<file path="src/rtl/mmu_translate.sv">
// Address-translation stage: walks a process's page chain and allocates a page on a miss.
// Define MMU_CACHE_EN to add a one-entry {seg, tgt} -> ppage translation cache.
module mmu_translate #(
  parameter int ADDR_W    = 10,
  parameter int PAGE_BITS = 3
) (
  input  logic                          rst,
  input  logic                          clka,
  input  logic                          req_valid,
  output logic                          req_ready,
  input  logic [ADDR_W-1:0]             req_laddr,
  input  logic [ADDR_W-PAGE_BITS-1:0]   req_start_seg,
  output logic                          resp_valid,
  input  logic                          resp_ready,
  output logic [ADDR_W-1:0]             resp_paddr,
  output logic                          resp_fault
);
  localparam int PAGE_W    = ADDR_W - PAGE_BITS;
  localparam int NUM_PAGES = 1 << PAGE_W;
  localparam logic [PAGE_W-1:0] LAST_IDX = '1;

  typedef enum logic [2:0] {IDLE, WALK, SCAN, LINK, RESP} state_t;
  state_t state, state_nx;

  logic [NUM_PAGES-1:0] used;
  logic [PAGE_W-1:0]    nxt   [NUM_PAGES];
  logic [PAGE_W-1:0]    lpage [NUM_PAGES];

  logic [PAGE_W-1:0]    tgt, seg, cur, last, scan, ppage, hint, cnt;
  logic [PAGE_BITS-1:0] off;
  logic                 fault;

  logic [PAGE_W-1:0] req_tgt;
  logic              cache_hit;
  logic [PAGE_W-1:0] cache_pp;
  logic              walk_hit, walk_end, cnt_max;

  assign req_tgt  = req_laddr[ADDR_W-1:PAGE_BITS];
  assign walk_hit = (cur != seg) && (lpage[cur] == tgt);
  assign walk_end = (nxt[cur] == '0);
  // One counter serves both the walk step limit and the scan slot limit.
  assign cnt_max  = (cnt == LAST_IDX);

`ifdef MMU_CACHE_EN
  logic              c_vld;
  logic [PAGE_W-1:0] c_seg, c_tgt, c_pp;

  assign cache_hit = c_vld && (c_seg == req_start_seg) && (c_tgt == req_tgt) && (req_tgt != '0);
  assign cache_pp  = c_pp;

  always_ff @(posedge clka or posedge rst) begin
    if (rst) begin
      c_vld <= 1'b0;
      c_seg <= '0;
      c_tgt <= '0;
      c_pp  <= '0;
    end else if (state == RESP && resp_ready && !fault && tgt != '0) begin
      c_vld <= 1'b1;
      c_seg <= seg;
      c_tgt <= tgt;
      c_pp  <= ppage;
    end
  end
`else
  assign cache_hit = 1'b0;
  assign cache_pp  = '0;
`endif

  always_ff @(posedge clka or posedge rst) begin
    if (rst) state <= IDLE;
    else     state <= state_nx;
  end

  always_comb begin
    state_nx = state;
    case (state)
      IDLE: if (req_valid) state_nx = (req_tgt == '0 || cache_hit) ? RESP : WALK;
      WALK: begin
        if (walk_hit)      state_nx = RESP;
        else if (walk_end) state_nx = SCAN;
        else if (cnt_max)  state_nx = RESP;
      end
      SCAN: begin
        if (!used[scan])   state_nx = LINK;
        else if (cnt_max)  state_nx = RESP;
      end
      LINK: state_nx = RESP;
      RESP: if (resp_ready) state_nx = IDLE;
      default: state_nx = IDLE;
    endcase
  end

  always_ff @(posedge clka or posedge rst) begin
    if (rst) begin
      tgt   <= '0;
      seg   <= '0;
      off   <= '0;
      cur   <= '0;
      last  <= '0;
      scan  <= '0;
      ppage <= '0;
      cnt   <= '0;
      fault <= 1'b0;
      hint  <= PAGE_W'(1);
    end else begin
      case (state)
        IDLE: if (req_valid) begin
          tgt   <= req_tgt;
          off   <= req_laddr[PAGE_BITS-1:0];
          seg   <= req_start_seg;
          cur   <= req_start_seg;
          cnt   <= '0;
          fault <= 1'b0;
          ppage <= cache_hit ? cache_pp : req_start_seg;
        end
        WALK: begin
          if (walk_hit) ppage <= cur;
          else if (walk_end) begin
            last <= cur;
            scan <= hint;
            cnt  <= '0;
          end else if (cnt_max) fault <= 1'b1;
          else begin
            cur <= nxt[cur];
            cnt <= cnt + 1'b1;
          end
        end
        SCAN: begin
          if (!used[scan]) ;
          else if (cnt_max) fault <= 1'b1;
          else begin
            scan <= scan + 1'b1;
            cnt  <= cnt + 1'b1;
          end
        end
        LINK: begin
          ppage <= scan;
          hint  <= scan + 1'b1;
        end
        default: ;
      endcase
    end
  end

  // Page 0 is permanently reserved so a zero successor always means end of chain.
  always_ff @(posedge clka or posedge rst) begin
    if (rst) begin
      used <= NUM_PAGES'(1);
      for (int i = 0; i < NUM_PAGES; i++) begin
        nxt[i]   <= '0;
        lpage[i] <= '0;
      end
    end else if (state == LINK) begin
      nxt[last]   <= scan;
      nxt[scan]   <= '0;
      lpage[scan] <= tgt;
      used[scan]  <= 1'b1;
    end
  end

  assign req_ready  = (state == IDLE);
  assign resp_valid = (state == RESP);
  assign resp_fault = resp_valid && fault;
  assign resp_paddr = (resp_valid && !fault) ? {ppage, off} : '0;

endmodule

</file>
<file path="config.mk">
export PLATFORM = sky130hd
export DESIGN_NAME = mmu_translate
export DESIGN_NICKNAME = d
export VERILOG_FILES = /design/src/rtl/mmu_translate.sv
export SDC_FILE = /design/constraint.sdc
export NUM_CORES = 2
export LEC_CHECK = 0
export ABC_AREA = 1
export CORE_MARGIN = 2
export CORE_UTILIZATION = 53
export CTS_CLUSTER_DIAMETER = 200
export DETAILED_ROUTE_END_ITERATION = 6
export PLACE_DENSITY = 0.68
export SKIP_CTS_REPAIR_TIMING = 1
export SKIP_LAST_GASP = 1
export SLEW_MARGIN = 20
export SYNTH_ARGS = -nofsm -noshare
export SYNTH_HDL_FRONTEND = slang
export SYNTH_SLANG_ARGS = --single-unit
</file>
<file path="constraint.sdc">
create_clock -name clka -period 77.9 [get_ports clka]
set_input_delay 15.58 -clock clka [delete_from_list [all_inputs] [get_ports clka]]
set_output_delay 15.58 -clock clka [all_outputs]
set_load 0.02 [all_outputs]
</file>
# Yosys cells after proc, flatten, opt, wreduce, memory -nomap -nowiden
# Index checks and enable logic that the tools add are counted.
# W data, S select, Z words.
# op_classes
n_addsub	2
bitwise_logic	7
n_reduce_logical	22
n_lt_le_gt_ge	7
eq_ne	16
muxes	49
# ops
op	count
$bwmux W896	2
$and A896 B896 Y896	1
$not A896 Y896	1
$mux W7	20
$or A128 B128 Y128	1
$bmux W7 S7	2
$demux W7 S7	2
$pmux W7 S3	2
$pmux W7 S2	2
$ge A8 B8 Y1 const B	3
$not A7 Y8	3
$mux W3	7
$lt A8 B1 Y1 const B	2
$ne A2 B2 Y1 const B	8
$pmux W3 S5	1
$reduce_and A5 Y1	3
$add A7 B1 Y7 const B	2
$logic_not A7 Y1	2
$mux W10	1
$lt A7 B8 Y1 const B	1
$bmux W1 S7	1
$demux W1 S7	1
$eq A7 B7 Y1	1
$eq A7 B7 Y1 const B	1
17 further kinds	33
# totals
wordCells	371
ff_bits	1983
inputBits	21

# Longest topological paths before layout
# depth
depth_word	8
ltp_mapped	23
depth_no_buf	20

# Worst setup path after synthesis
# Ideal clock, no wire load.
# synth_timing
kind	register to output
from	register state[1]
to	output port resp_paddr[0]
arrival_time_ns	1.726
path_slack_ns	60.594
path_stages_with_launch	4
required_ns	62.320
path_cell_list	dfrtp_1 nor3_1 nand2_1 nor2_1
# synth_between
elab_chain_cells	3
# synth_lines
element	line_no	rtl
from (decl)	23	state_t state, state_nx;
from (signal assigned)	71	else state <= state_nx;
$eq A3 B3 Y1	162	assign resp_valid = (state == RESP);
named net resp_valid	13	output logic resp_valid,
$logic_and A1 B1 Y1	164	assign resp_paddr = (resp_valid && !fault) ? {ppage, off} : '0;
$mux W10	164	
to (decl)	15	output logic [ADDR_W-1:0] resp_paddr,
# The timed path passes the listed nets, and every way through them passes these cells.

==> results.ini <==
[floorplan]
initial_core_util_pct = 53.4
die_area_um2 = 183000
die_w_um = 428
num_rows = 155
pin_count = 34
die_h_um = 428
core_area_um2 = 179000

[synth]
syn_inst = 11977
yosysWarningCount = 0
ys.flop_type = dfrtp_1
synth_top_area_share_pct = 52.0
synthDistinctLibCells = 42
syn_area_um2 = 95300
synth.area.top_cells = dfrtp_1 52%, nand2_1 11%, nand3_1 8.2%, o21ai_0 7.0%, a211oi_1 4.7%
synth-seq-cells = 1983
syn-num-nets = 12000
synthTopCellsByCount = 2901 x nand2_1, 1981 x dfrtp_1, 1561 x nand3_1
async_flop_share_pct = 100
seq_area_frac_synth_pct = 52.1
yosysTopAreaCell = dfrtp_1
synth-edff-count = 0
synth_most_common_cell = nand2_1
synth_area_per_cell_um2 = 7.96

[finish]
final_util_pct = 57.7
synthToLayoutAreaGrowth_pct = 8.16
layout-drive-gt1-share_pct = 5.14
fillers = 16004
final_nets = 11435

[critical_path]
cp_slowest_cell = buf_4
arrival_ns = 20.01
cp_cell_sequence = clkdlybuf4s50_1 -> inv_8 -> buf_4 -> buf_4 -> buf_4 -> buf_4
critPathCaptureType = asynchronous set/reset pin
crit_buf_inv = 6
cp_max_fo = 118
slowest_delay_ns = 0.84
r2r_setup_slack_ns = 70.68
path_delay_family = buffers and inverters
worstPathRequired_ns = 78.78
path_class = primary input to asynchronous set/reset pin
cp-start-kind = primary input
cp_common_cell = buf_4

[clock_network]
clock-sinks = 1983
ctsLongestPathBuffers = 3
numCtsBuffers = 209
cts-root-buf = clkbuf_16
h-tree-depth = 4
insertion_delay_ns = 0.86
clk_pin_slew_ns = 0.06
cts_tree = yes

[sta]
hold_viol = 0
tightestPinTransition_ns = 1.62
slew_viol_final = 129
rsz0062_at_grt = false
period_needed_ns = 19.13
fmax_ghz = 0.0523
tns_ns = 0
fin_skew_ns = 0.0342
maxSlewHeadroom_pct = -7.92
finalCritPeriodShare_pct = 24.6
final-setup-viol-count = 0

[grt]
met1_usage_pct = 47.6
grt_start_max_net_pins = 260
grt_pass1_vias = 81043
grt_use_met3_pct = 8.67
grt_pass1_wl_um = 507000
grt_use_total_pct = 35.9
met2_usage_pct = 54.0
antenna_found_initial = 8
grt.busiest_layer = met2
gr-total-overflow = 0

[drt]
first_pass_iters = 7
vias = 85653
postRouteAntennaNets = 0
via_per_inst = 6.14
wl_per_cell_um = 24.0
wirelength_um = 335000
drtIter0Drc = 11296
drc = 0

[power]
combPwrFrac_pct = 35.5
p_switching_mw = 1.43
swShare_pct = 42.8
seq_power_share_pct = 33.3
ir_worst_vdd_mv = 0.0359
power_frac_clock_pct = 31.3
p_leak_nw = 48.2
intPower_mw = 1.91
p_per_area_nw_per_um2 = 32.4

[placement]
gp_congestion = 0.950
dpl.hpwl_um = 201000
port_buffers = 33

[worst_hold_path]
hp-class = flip-flop to flip-flop

[job]
max_cap_viol_count = 0

[outcome]
status = finished with violations
failed_checks = slew limit

==> through the flow <==
stage | worst slack, ns | cells | total power [mW] | instance area [um2] | hold WS [ns]
6_report | 58.77 | 13949 | 3.34 | 103000 | 0.452
5_1_grt | 58.17 | 13945 | 3.45 | 103000 | 0.463
4_1_cts | 58.66 | 13944 | 3.30 | 103000 | 0.453
3_5_place_dp | 57.77 | 13555 | 2.26 | 95900 | 0.437
3_3_place_gp | 57.81 | 13555 | 2.26 | 95900 | 0.433
2_1_floorplan | 6.32 | 11977 | 1.82 | 95300 | 0.420
==> worst paths after layout <==
check / start / endpoint / depth (start not counted)
hold reg to reg: used[72] / used[72] / 2
max in group clka: state[1] / resp_paddr[2] / 4
hold / removal: used[72] / used[72] / 2
min in group asynchronous: rst / lpage[352] / 2
setup reg to reg: cur[0] / last[5] / 20
setup / recovery: rst / nxt[22] / 6
==> kinds of logic (layout without fill, tap and decap cells) <==
group | after synthesis | in the layout | share of synthesized area (%)
buffers and inverters | 1921 | 1534 | 8.08
other | 0 | 4 | 0
AO/OA/AOI/OAI | 2626 | 2626 | 15.9
adder cells (fa/ha/maj) | 2 | 2 | 0.0263
XOR/XNOR | 14 | 14 | 0.129
flip-flops | 1983 | 1983 | 52.1
AND/OR/NAND/NOR | 5431 | 5431 | 23.7
==> per-layer routing <==
metal  wire (um)  part of all wire, %  vias up
met5         147                0.044        -
met4       21800                  6.5       13
met3       34900                   10     1017
met2      147000                   44     4591
met1      131000                   39    41657
li1            -                    -    38375
==> layout by cell type, fill, tap and decap left out, types with 33 or more instances in the layout <==
master / n
nor2_1: 855
a211oi_1: 603
clkdlybuf4s50_1: 33
clkbuf_16: 214
nand3_1: 1561
o211a_1: 64
a21oi_1: 478
clkbuf_1: 54
o22ai_1: 102
dfrtp_1: 1969
clkbuf_8: 63
o21ai_0: 1329
nand2_1: 2901
buf_4: 132
inv_1: 934
or2_2: 49
==> flip-flops by register name (all words and copies together), names as in the netlist <==
name	flops
scan	7
cur	7
ppage	7
lpage	896
nxt	896
last	7
hint	7
tgt	7
off	3
seg	7
fault	1
cnt	7
state	3
used	128
==> power groups by stage <==
| stage | logic [mW] | registers, mW | clock network [mW] |
|---|---|---|---|
| after floorplan | 0.718 | 1.10 | 0 |
| after global placement | 1.13 | 1.13 | 0 |
| after detailed placement | 1.13 | 1.13 | 0 |
| after CTS | 1.14 | 1.11 | 1.05 |
| after global routing | 1.24 | 1.11 | 1.09 |
| final | 1.19 | 1.11 | 1.04 |
==> worst reg2reg max path, cell delays in order (launching register included) <==
cell and delay (ns):
dfrtp_4 0.61, buf_4 0.52, buf_4 0.76, buf_4 0.87, buf_4 0.82, buf_4 0.87
o21ai_0 0.31, nand3_1 0.15, nand3_1 0.13, nand2_1 0.34, nand2_1 0.14, nand3_1 0.09
nand3_1 0.14, nand2_1 0.20, nand2_1 0.07, nor2_1 0.12, nand2_2 0.15, inv_2 0.10
nand3_2 0.39, nand2_1 0.20, o21ai_1 0.09
==> cell type report <==
cell class,count,area (um2),share of cell area [%]
clock buffer,331,6420,6.23
clock inverter,58,757,0.734
multi-input combinational,8073,38000,36.9
tap,2355,2950,2.86
sequential,1983,49700,48.2
timing repair buffer,177,1550,1.51
inverter,968,3690,3.58
antenna,4,10.0,0.00971
Note: power is estimated with default switching activity, not from simulation.
